<file path="src/rtl/if_id_queue.sv">
// Fetch-to-decode instruction queue: circular FIFO of {PC, instruction} pairs.
// It uses valid/ready handshakes on both sides and a single-cycle flush.
module if_id_queue #(
    parameter int unsigned Depth = 4,
    parameter int unsigned PcW   = 64,
    parameter int unsigned InstW = 32
) (
    input  logic                       clk_i,
    input  logic                       rst_ni,
    input  logic                       flush_i,
    input  logic                       in_valid_i,
    output logic                       in_ready_o,
    input  logic [PcW-1:0]             in_pc_i,
    input  logic [InstW-1:0]           in_inst_i,
    output logic                       out_valid_o,
    input  logic                       out_ready_i,
    output logic [PcW-1:0]             out_pc_o,
    output logic [InstW-1:0]           out_inst_o,
    output logic [$clog2(Depth+1)-1:0] count_o
);

    localparam int unsigned PtrW = $clog2(Depth);
    localparam int unsigned CntW = $clog2(Depth + 1);

    logic [PcW-1:0]   pc_mem_q   [Depth];
    logic [InstW-1:0] inst_mem_q [Depth];

    logic [PtrW-1:0] wr_ptr_q, wr_ptr_d;
    logic [PtrW-1:0] rd_ptr_q, rd_ptr_d;
    logic [CntW-1:0] cnt_q, cnt_d;

    logic full, empty, push, pop;

    assign full  = (cnt_q == CntW'(Depth));
    assign empty = (cnt_q == '0);

    // Ready drops while reset is held so fetch never sees a push accepted.
    assign in_ready_o  = !full && rst_ni;
    assign out_valid_o = !empty;
    assign count_o     = cnt_q;

    assign push = in_valid_i && in_ready_o && !flush_i;
    assign pop  = out_valid_o && out_ready_i && !flush_i;

    always_comb begin
        out_pc_o   = '0;
        out_inst_o = '0;
        if (!empty) begin
            out_pc_o   = pc_mem_q[rd_ptr_q];
            out_inst_o = inst_mem_q[rd_ptr_q];
        end
    end

    always_comb begin
        wr_ptr_d = wr_ptr_q;
        rd_ptr_d = rd_ptr_q;
        cnt_d    = cnt_q;
        if (flush_i) begin
            wr_ptr_d = '0;
            rd_ptr_d = '0;
            cnt_d    = '0;
        end else begin
            if (push) begin
                wr_ptr_d = wr_ptr_q + PtrW'(1);
            end
            if (pop) begin
                rd_ptr_d = rd_ptr_q + PtrW'(1);
            end
            unique case ({push, pop})
                2'b10:   cnt_d = cnt_q + CntW'(1);
                2'b01:   cnt_d = cnt_q - CntW'(1);
                default: cnt_d = cnt_q;
            endcase
        end
    end

    always_ff @(posedge clk_i) begin
        if (!rst_ni) begin
            wr_ptr_q <= '0;
            rd_ptr_q <= '0;
            cnt_q    <= '0;
        end else begin
            wr_ptr_q <= wr_ptr_d;
            rd_ptr_q <= rd_ptr_d;
            cnt_q    <= cnt_d;
        end
    end

    // Storage is never cleared; occupancy alone decides what is visible.
    always_ff @(posedge clk_i) begin
        if (push) begin
            pc_mem_q[wr_ptr_q]   <= in_pc_i;
            inst_mem_q[wr_ptr_q] <= in_inst_i;
        end
    end

endmodule

</file>
<file path="config.mk">
export PLATFORM = sky130hd
export DESIGN_NAME = if_id_queue
export DESIGN_NICKNAME = d
export VERILOG_FILES = /design/src/rtl/if_id_queue.sv
export SDC_FILE = /design/constraint.sdc
export NUM_CORES = 1
export LEC_CHECK = 0
export CORE_MARGIN = 2
export CORE_UTILIZATION = 55
export CTS_BUF_LIST = sky130_fd_sc_hd__clkbuf_16
export DETAILED_ROUTE_END_ITERATION = 8
export PLACE_DENSITY_LB_ADDON = 0.05
export SYNTH_ARGS = -nofsm -noshare
export SYNTH_HDL_FRONTEND = slang
export SYNTH_SLANG_ARGS = --single-unit
</file>
<file path="constraint.sdc">
create_clock -name clk_i -period 6.55 [get_ports clk_i]
set_input_delay 1.965 -clock clk_i [delete_from_list [all_inputs] [get_ports clk_i]]
set_output_delay 1.965 -clock clk_i [all_outputs]
set_load 0.05 [all_outputs]
</file>
==> parameters.txt <==
Parameter                              Value

Synthesis
  Yosys synthesis warning count    0
  Dominant combinational cell family by area after synthesis    multiplexers
  Number of different library cells in the post-synthesis netlist    23
  Net count of the mapped netlist    771
  Cells after Synth    about 660
  Post-synthesis sequential area ratio    78.2%
  Flip-flop and latch count after synthesis    393
  Mux share of post-synthesis cell area    about 14%
  Basic-gate share of the synthesized area counting and, or, nand and nor cells    approximately 4.7%
  Dominant register cell in the synthesized netlist    sky130_fd_sc_hd__edfxtp_1
  Share of the synthesized area in compound gates (AO/OA/AOI/OAI)    0.343%
  Number of enable flip-flop cells after synthesis    about 380
  Share of synthesized registers carrying an async set or reset    0%
  Cell area after synthesis    0.0150 mm2
  Synthesized-area fraction occupied by adder cells    0.552%
  Post-synthesis average cell area    around 23 um2
  Post-synthesis share of cell area spent on xor and xnor gates    less than 1%

Clock network
  Latest clock arrival within the worst-skew pair    0.52 ns
  Hold-fix buffer count after cts    0
  Root buf cell    sky130_fd_sc_hd__clkbuf_16
  H-tree depth    2
  Number of buffers created by CTS    40
  Clock tree from TritonCTS    yes
  Post-CTS setup buffers    0
  Clock tree buffer depth    3
  Total clock sinks    ~390
  Reg clk slew, reported paths    approximately 0.060 ns
  Post-CTS resize count    0

Finish
  Final instance count without filler cells    1,251
  Area growth, synth to finish    24.6%
  Final design instance area without fill    approximately 0.019 mm2
  Most common cell after layout, fill and taps aside    sky130_fd_sc_hd__edfxtp_1
  Fraction of final layout cells sized beyond drive strength 1    between 15 and 20%
  Top library cells by usage in the layout, fill and taps aside    384 x sky130_fd_sc_hd__edfxtp_1, 201 x sky130_fd_sc_hd__clkdlybuf4s50_1, 96 x sky130_fd_sc_hd__mux4_2, 96 x sky130_fd_sc_hd__and2_1, 41 x sky130_fd_sc_hd__clkbuf_16
  Nets    989
  Final design utilization    69.6%

Timing
  Number of failing setup endpoints in the final timing report    0
  RSZ-0062 raised after global routing    no
  Max-slew violation total from the final report    0
  Final critical-path share of the clock period    81.9%
  Setup tns final    0 ns
  Fin Hold WS    0.531 ns
  Headroom to the max-slew limit    between 30% and 40%
  Achievable clock frequency    186 MHz
  Worst-margin pin slew    between 0.9 and 1 ns
  Skew final    0.0127 ns
  Hold Fails Final Rpt    0
  Final worst setup slack    roughly 1.2 ns
  Fin crit period    about 5.4 ns

Power
  Total Power    5.20 mW
  Areal power density over the cells    approximately 280 mW/mm2
  Worst IR drop on VDD    0.226 mV
  Leakage    between 5 and 6 nW

Detailed routing
  Number of search-and-repair iterations in the first detailed-routing pass    5
  DR WL/cell    22.3 um
  Drc violations    0
  1st-iter DRT viols    556
  Antenna-violating nets left    0
  Number of vias per cell    5.64
  DRT Wirelength    27,900 um
  Vias after detailed routing    7,061

Setup path
  Crit-path max FO    43
  Critical path, cell by cell    buf_4 -> mux4_2 -> and2_1 -> clkdlybuf4s50_1
  Setup CP Type    flop to primary output
  Critical Path Start Type    flop
  Top delay family on crit path    buffers and inverters
  Number of buffers and inverters on the critical path    2
  Req. time, crit path    4.59 ns
  Cell with the largest stage delay on the worst path    sky130_fd_sc_hd__dfxtp_4
  Worst setup EP type    primary output
  Maximum single-stage delay on the critical path    about 0.93 ns
  Critical path data arrival time    around 3.4 ns

Global routing
  Antenna violations before repair    3
  Via count of the first global-routing pass    about 8,000
  Largest net degree at the start of global routing    a little under 100
  Gr ovfl total    0
  First-pass GRT wire length    42,900 um
  Combined global-route utilization of all metal layers    20.0%

Status
  Result of the run    complete, no violations

Place
  Routability-driven placement congestion ratio    between 0.7 and 0.8
  Count of input and output buffers    201
  Number of placed instances with taps included    ~1,200
  HPWL after detailed placement    15,900 um
  Placed cell areas    0.0174 mm2
  Setup WS pre-CTS    ~1.2 ns

Floorplanning
  Die X    approximately 170 um
  Total number of placement rows    60
  Total core area    between 0.02 and 0.03 mm2
  Die H    169 um
  Die area    ~0.029 mm2
  Io pins    202
  Starting density of the core    between 50 and 60%

Flow run
  Number of maximum-capacitance constraint violations    0

Worst hold path
  Class of the worst hold path    flop to flop
==> Yosys cell counts (4+ instances only) <==
library cell                 n  area (um2)
sky130_fd_sc_hd__edfxtp_1  384       11500
sky130_fd_sc_hd__nor2_1      7        26.3
sky130_fd_sc_hd__dfxtp_1     9         180
sky130_fd_sc_hd__inv_1       7        26.3
sky130_fd_sc_hd__a21oi_1     4        20.0
sky130_fd_sc_hd__clkbuf_1   16        60.1
sky130_fd_sc_hd__mux4_2     96        2160
sky130_fd_sc_hd__ha_1        5        62.6
sky130_fd_sc_hd__buf_6       5        56.3
sky130_fd_sc_hd__buf_2      12        60.1
sky130_fd_sc_hd__and2_1    100         626
sky130_fd_sc_hd__xor2_1      4        35.0
==> final timing paths <==
kind / from / end / slack, ns / cells after the start
max: flop / out_pc_o[29] / 1.18 / 4
min reg2reg: rd_ptr_q[1]$_SDFFE_PP0P_ / flop / 0.53 / 2
max reg2reg: count_o[2]$_SDFFE_PP0P_ / count_o[2]$_SDFFE_PP0P_ / 3.81 / 9
min: rd_ptr_q[1]$_SDFFE_PP0P_ / flop / 0.53 / 2
==> cells by family after synthesis <==
kind of cell / count (synthesis)
mux: 96
flops: 393
buf+inv: 41
simple gates: 115
compound gates: 9
xor+xnor: 4
fa+ha+maj: 6
==> per-layer routing <==
metal | vias to the layer above | track usage, % | wire (um)
met5 | - | 0 | 16
met4 | 2 | 6.50 | 692
met3 | 56 | 5.07 | 1780
met2 | 194 | 34.4 | 14200
met1 | 3670 | 25.2 | 11200
li1 | 3139 | - | -
==> worst register-to-register path, stage by stage, from the launching register on <==
cell,delay (ns)
sky130_fd_sc_hd__dfxtp_1,0.43
sky130_fd_sc_hd__nor3b_1,0.57
sky130_fd_sc_hd__nor3_1,0.25
sky130_fd_sc_hd__inv_1,0.11
sky130_fd_sc_hd__ha_1,0.21
sky130_fd_sc_hd__inv_1,0.08
sky130_fd_sc_hd__fa_1,0.37
sky130_fd_sc_hd__xor2_1,0.16
sky130_fd_sc_hd__or3_1,0.33
sky130_fd_sc_hd__a21oi_1,0.16
==> cell type report <==
type                       instances  area, um2
fill                            1682       8150
sequential                       393      11700
timing repair buffer             210       2150
clock inverter                    27        246
tap                              341        427
antenna                            2       5.00
clock buffer                      41       1030
multi-input combinational        230       3050
inverter                           7       26.3
==> state kept, by name, summed over array words and instances, names as in the netlist, named ones only <==
signal	cells
inst_mem_q	128
rd_ptr_q	2
wr_ptr_q	2
pc_mem_q	256
count_o	3
==> report_power, final <==
| part | internal, mW | leakage, nW | switching, mW |
|---|---|---|---|
| Sequential | 2.79 | 3.54 | 0.00718 |
| Clock | 1.32 | 0.652 | 0.873 |
| Combinational | 0.0994 | 1.68 | 0.108 |
(Power assumes the default switching activity.)
